<file path="config.mk">
export PLATFORM = sky130hd
export DESIGN_NAME = multi_pattern_gen
export DESIGN_NICKNAME = d
export VERILOG_FILES = /design/src/rtl/multi_pattern_gen.sv
export SDC_FILE = /design/constraint.sdc
export NUM_CORES = 1
export LEC_CHECK = 0
export ABC_AREA = 1
export CELL_PAD_IN_SITES_DETAIL_PLACEMENT = 0
export CELL_PAD_IN_SITES_GLOBAL_PLACEMENT = 1
export CORE_UTILIZATION = 42
export CTS_BUF_LIST = sky130_fd_sc_hd__clkbuf_2 sky130_fd_sc_hd__clkbuf_4 sky130_fd_sc_hd__clkbuf_8
export DETAILED_ROUTE_END_ITERATION = 7
export PLACE_DENSITY = 0.8
export SLEW_MARGIN = 10
export SYNTH_ARGS = -nofsm -noshare
export SYNTH_HDL_FRONTEND = slang
export SYNTH_SLANG_ARGS = --single-unit
</file>
<file path="constraint.sdc">
create_clock -name clk -period 1.8 [get_ports clk]
set_input_delay 0.18 -clock clk [delete_from_list [all_inputs] [get_ports clk]]
set_output_delay 0.18 -clock clk [all_outputs]
set_load 0.02 [all_outputs]
</file>
<file path="src/rtl/multi_pattern_gen.sv">
// Multi-channel test-sequence generator: shared bit-rate divider, per-channel
// clock / PRBS7 / PRBS15 / rotating-pattern output, config applied on bit boundaries.
module multi_pattern_gen #(
  parameter int NUM_CH = 4,
  parameter int DIV_W  = 8,
  parameter int PAT_W  = 16
) (
  input  logic                clk,
  input  logic                rst_n,
  input  logic [DIV_W-1:0]    speedctr,
  input  logic [2*NUM_CH-1:0] mode,
  input  logic [NUM_CH-1:0]   ch_en,
  input  logic [PAT_W-1:0]    pattern,
  input  logic                load,
  output logic                load_ack,
  output logic [NUM_CH-1:0]   bit_out,
  output logic                bit_strobe
);

  logic [DIV_W-1:0]    cnt;
  logic [DIV_W-1:0]    div_act, div_sh, div_nxt;
  logic [2*NUM_CH-1:0] mode_act, mode_sh, mode_nxt;
  logic [NUM_CH-1:0]   en_act, en_sh, en_nxt;
  logic [PAT_W-1:0]    pat_sh, pat_nxt;
  logic                pending;
  logic                tc, apply;

  logic [6:0]       prbs7   [NUM_CH];
  logic [14:0]      prbs15  [NUM_CH];
  logic [PAT_W-1:0] pat_reg [NUM_CH];

  assign tc    = (cnt == div_act);
  assign apply = tc && (pending || load);

  // A load landing on the terminal cycle applies straight from the inputs.
  assign div_nxt  = load ? speedctr : div_sh;
  assign mode_nxt = load ? mode     : mode_sh;
  assign en_nxt   = load ? ch_en    : en_sh;
  assign pat_nxt  = load ? pattern  : pat_sh;

  always_ff @(posedge clk or negedge rst_n) begin
    if (!rst_n) begin
      cnt        <= '0;
      div_act    <= '0;
      mode_act   <= '0;
      en_act     <= '0;
      div_sh     <= '0;
      mode_sh    <= '0;
      en_sh      <= '0;
      pat_sh     <= '0;
      pending    <= 1'b0;
      load_ack   <= 1'b0;
      bit_strobe <= 1'b0;
      bit_out    <= '0;
      for (int i = 0; i < NUM_CH; i++) begin
        prbs7[i]   <= '1;
        prbs15[i]  <= '1;
        pat_reg[i] <= '0;
      end
    end else begin
      if (load) begin
        div_sh  <= speedctr;
        mode_sh <= mode;
        en_sh   <= ch_en;
        pat_sh  <= pattern;
      end

      if (apply) begin
        pending    <= 1'b0;
        div_act    <= div_nxt;
        mode_act   <= mode_nxt;
        en_act     <= en_nxt;
        cnt        <= '0;
        bit_out    <= '0;
        bit_strobe <= 1'b1;
        load_ack   <= 1'b1;
        for (int i = 0; i < NUM_CH; i++) begin
          prbs7[i]   <= '1;
          prbs15[i]  <= '1;
          pat_reg[i] <= pat_nxt;
        end
      end else begin
        if (load) pending <= 1'b1;
        load_ack <= 1'b0;
        if (tc) begin
          cnt        <= '0;
          bit_strobe <= 1'b1;
          for (int i = 0; i < NUM_CH; i++) begin
            if (en_act[i]) begin
              case (mode_act[2*i +: 2])
                2'd0: bit_out[i] <= ~bit_out[i];
                2'd1: begin
                  bit_out[i] <= prbs7[i][6];
                  prbs7[i]   <= {prbs7[i][5:0], prbs7[i][6] ^ prbs7[i][5]};
                end
                2'd2: begin
                  bit_out[i] <= prbs15[i][14];
                  prbs15[i]  <= {prbs15[i][13:0], prbs15[i][14] ^ prbs15[i][13]};
                end
                default: begin
                  bit_out[i] <= pat_reg[i][PAT_W-1];
                  pat_reg[i] <= {pat_reg[i][PAT_W-2:0], pat_reg[i][PAT_W-1]};
                end
              endcase
            end else begin
              bit_out[i] <= 1'b0;
            end
          end
        end else begin
          cnt        <= cnt + DIV_W'(1);
          bit_strobe <= 1'b0;
        end
      end
    end
  end

endmodule
</file>
# [Yosys cells after proc, flatten, opt, wreduce, memory -nomap -nowiden]
# Index checks and enable logic that the tools add are counted.
# W data, S select, Z words.
[word_totals] output_inout_bits=6 in_bits=39 elab_cells=137 regBits=223
[op_classes] n_eq_ne=13 n_reduce_logical=36 bitwise_logic=12 addsub=1 muxes=51
[op_table] op="$mux W16" count=9
[op_table] op="$mux W64" count=2
[op_table] op="$mux W15" count=8
[op_table] op="$mux W60" count=2
[op_table] op="$mux W28" count=2
[op_table] op="$mux W7" count=8
[op_table] op="$reduce_and A3 Y1" count=12
[op_table] op="$mux W8" count=4
[op_table] op="$reduce_bool A2 Y1" count=14
[op_table] op="$mux W4" count=3
[op_table] op="$pmux W1 S3" count=4
[op_table] op="$reduce_or A3 Y1" count=4
[op_table] op="$mux W1" count=9
[op_table] op="$add A8 B1 Y8 const B" count=1
[op_table] op="$eq A2 B1 Y1 const B" count=4
[op_table] op="$eq A2 B2 Y1 const B" count=4
[op_table] op="$eq A8 B8 Y1" count=1
[op_table] op="$logic_not A2 Y1" count=4
[op_table] op="$ne A2 B1 Y1 const B" count=4
[op_table] op="$xor A1 B1 Y1" count=8
[op_table] op="$not A1 Y1" count=4
[op_table] op="$logic_and A1 B1 Y1" count=1
[op_table] op="$logic_or A1 B1 Y1" count=1

# [Logic depth before layout (Yosys ltp)]
[depth] word_depth=6 mapped_depth=14 mapped_depth_nobuf=12

# [Worst setup path after synthesis]
# No wires, ideal clock.
[synth_timing] path_type="flip-flop to flip-flop" from="register cnt[0]" to="register pat_reg[14] (netlist name)" required_time_ns=1.684 period_less_slack_ns=1.656 path_buffers=3 setup_ns=0.116 stages_incl_launch_ff=14 arrival_time_ns=1.540 path_slack_ns=0.144 cell_sequence="dfrtp_1 inv_1 nand2_1 nand2_1 nand2_1 nor2_8 nand3_2 buf_4 buf_6 buf_6 nand2_1 nand2_1 nand2_1 nand2_1"
[synth_between] elab_chain_cells=4 word_cells_on_any_way=7 cone_classes="eq/ne (2); mux (1); reduce/logical (4)"
[synth_rtl] element="start: declaration" line="20" rtl="logic [DIV_W-1:0] cnt;"
[synth_rtl] element="start signal: assignment" line="110" rtl="cnt <= cnt + DIV_W'(1);"
[synth_rtl] element="$eq A8 B8 Y1 (*)" line="32" rtl="assign tc = (cnt == div_act);"
[synth_rtl] element="$logic_and A1 B1 Y1" line="33" rtl="assign apply = tc && (pending || load);"
[synth_rtl] element="$ne A2 B1 Y1 (no source line) or $reduce_bool A2 Y1 (tied branches)"
[synth_rtl] element="$reduce_and A3 Y1 (no source line)"
[synth_rtl] element="end signal: indexed assignment" line="80" rtl="pat_reg[i] <= pat_nxt;"
[synth_rtl] element="end signal: indexed assignment" line="102" rtl="pat_reg[i] <= {pat_reg[i][PAT_W-2:0], pat_reg[i][PAT_W-1]};"
[synth_rtl] element="end: declaration" line="30" rtl="logic [PAT_W-1:0] pat_reg [NUM_CH];"
# Mark *: on every way between the ends. The rest lies on a longest branch, timed or not.
# A chain may end at the register's enable or synchronous reset.

# [Worst setup path in the final report]
[layout_timing] from="register cnt[4]" to="register pat_reg[26] (netlist name)"
# Same word-level chain as after synthesis.

==> metrics.yaml <==
dieHeight_um: 160
ys_seq_elements: 223
cts_buffer_depth: 3
wire_per_inst_um: 13.6
hold_violations: 0
syn_inst: 1372
wl_um: 24800
std_cell_rows: 57
root_buffer: "clkbuf_8"
antenna_left: 0
tightest_slew_ns: 0.354
rsz0062_at_grt: "yes"
grt_first_pass_wirelength_um: 39000
track_usage: 0.184
grt_overflow: 0
fill_cells: 2356
initial_utilization: 0.431
crit_path_max_fanout: 9
vias: 8511
ir_drop_uv: 561
period_share: 0.990
top_layer: "met4"
fin_crit_ns: 1.78
yosys.area.top_type: "dfrtp_1"
yosysWarnings: 0
n_antenna_cell: 0
seqCellArea_um2: 5690
grt_pass1_vias: 7907
drcViolationCount: 0
dieWidth_um: 160
clock_latency_ns: 0.53
power.share.sequential: 0.483
critPathMaxStageDelay_ns: 0.42
max_freq_ghz: 0.561
yosysSeqAreaShare: 0.542
multiInputGateArea_um2: 4110
syn_area_um2: 10500
htreeDepth: 2
clkPwrFrac: 0.484
netSwitchingPower_mw: 2.32
design.core.area_um2: 24400
powerDensity_nw_per_um2: 804
setup_viol: 0
p_leak_nw: 7.15
worst-setup-path-type: "reg2reg"
start_kind: "register"
cts_tree: "done"
largest_register_ff_count: 64
dieArea_um2: 25600
cap_violations: 0
ff2ff_setup_slack_ns: 0.02
p_sw_frac: 0.219
cp-end-kind: "register"
skew_ns: 0.0281
internal_power_mw: 8.26
synth_nets: 1412
syn_to_final_growth_pct: 25.2
required_ns: 2.21
cp_cell_sequence: "inv_2, nand2_1, nand2_2, nand2_4, nor2_8, nand3_4, clkbuf_16, buf_16, nand2_4, nand2_2, nor2_2, nor2_1"
worst-endpoint-arrival_ns: 2.19
met2_wirelength_um: 11700
drive_gt1_frac: 0.213
portBuffers: 44
drt_iter0_drc: 511
cts.clk_slew.worst_paths_ns: 0.06
status: "finished, final reports clean"
gp_congestion: 0.764
cpMaxStageDelayCell: "dfrtp_1"
nets: 1514
mostFrequentLayoutCells: "581 x nand2_1, 141 x inv_1, 135 x dfrtp_1"
critPathTopFamily: "simple AND/OR/NAND/NOR gates"
fin_util: 0.539
ys_types: 29
comb_power_share: 0.033
critPathBufInv: 3
netlist_top_cells_area: "dfrtp_1 32%, dfstp_2 22%, nand2_1 22%"
yosysTopAreaCellShare: 0.322
drv_slew: 0
postSynthAreaPerCell_um2: 7.66
route.met3.wl_um: 808
ioPinCount: 45
post_drt_via_cell_ratio: 4.66
max_slew_margin: 0.762
drtPass1Iterations: 5
wl_met1_um: 11900
hold_class: "in2async"
final_common_cell: "nand2_1"
grt_max_degree: 66
finalPower_mw: 10.6
place.detailed.hpwl_um: 14600
antenna_found_initial: 0
clock-sinks: 223
cts-buffers-inserted: 40
[Yosys cell counts, drive strengths merged]
library cell and number:
nor2 136, clkbuf 12, xor2 1, dfrtp 135, inv 155, o21ai 63, clkinv 3, nand3b 1
nand3 39, ha 1, dfstp 88, xnor2 3, nand4 17, a21oi 38, nand2 624, o211ai 4
nor3 7, buf 45
[cell families (layout without fill, tap and decap cells)]
kind of cell	count (synthesis)	after routing	synth area share
buf+inv	215	345	0.0884
simple gates	824	824	0.314
flops	223	223	0.542
xor+xnor	4	4	0.00334
fa+ha+maj	1	1	0.00119
compound gates	105	105	0.0515
[path summary, 6_finish.rpt]
| check | start | to | cells after the start |
|---|---|---|---|
| max | cnt[4] | pat_reg[26] | 12 |
| min in group clk | pattern[2] | pat_sh[2] | 3 |
| min | rst_n | pat_reg[35] | 2 |
| max in group asynchronous | rst_n | prbs15[53] | 3 |
| max reg2reg | cnt[4] | pat_reg[26] | 12 |
| min reg2reg | prbs15[27] | prbs15[27] | 2 |
[final cells by class]
type | instances | area share
Clock buffer | 66 | 0.0629
Clock inverter | 4 | 0.00342
Inverter | 158 | 0.0460
Multi-Input combinational cell | 934 | 0.313
Sequential cell | 223 | 0.433
Tap cell | 324 | 0.0308
Timing Repair Buffer | 117 | 0.112
[stage by stage]
stage	instances	setup TNS (ns)	area [um2]	setup slack, ns	hold slack [ns]
after CTS	1808	0	12500	0.0150	0.129
after global placement	1735	-4.40	11600	-0.0881	0.0913
after floorplan	1372	0	10500	0.144	-0.116
after detailed placement	1735	-14.23	11600	-0.162	0.0926
after global routing	1826	-2.55	13200	-0.0749	0.149
final	1826	0	13200	0.0177	0.139
[power groups by stage]
stage	registers, mW	clock network [mW]	logic, mW
after global placement	5.19	0	0.354
after CTS	5.11	5.25	0.361
after detailed placement	5.19	0	0.357
after global routing	5.12	5.47	0.400
after floorplan	5.19	0	0.0966
final	5.11	5.12	0.347
[metal layers]
| metal | up-vias | global-route usage |
|---|---|---|
| li1 | 4366 | - |
| met1 | 4006 | 0.249 |
| met2 | 102 | 0.304 |
| met3 | 37 | 0.0304 |
| met4 | 0 | 0.0563 |
| met5 | - | 0 |
[what timing repair did]
action                     in CTS  in global routing
setup endpoints to repair       5                175
hold endpoints to repair      149                  0
gates resized for setup         3                102
cloned                          0                 14
pin swaps                       2                 20
hold buffers                    1                  0
setup buffers                   2                  4
No activity file was read; power rests on OpenSTA's default activity.
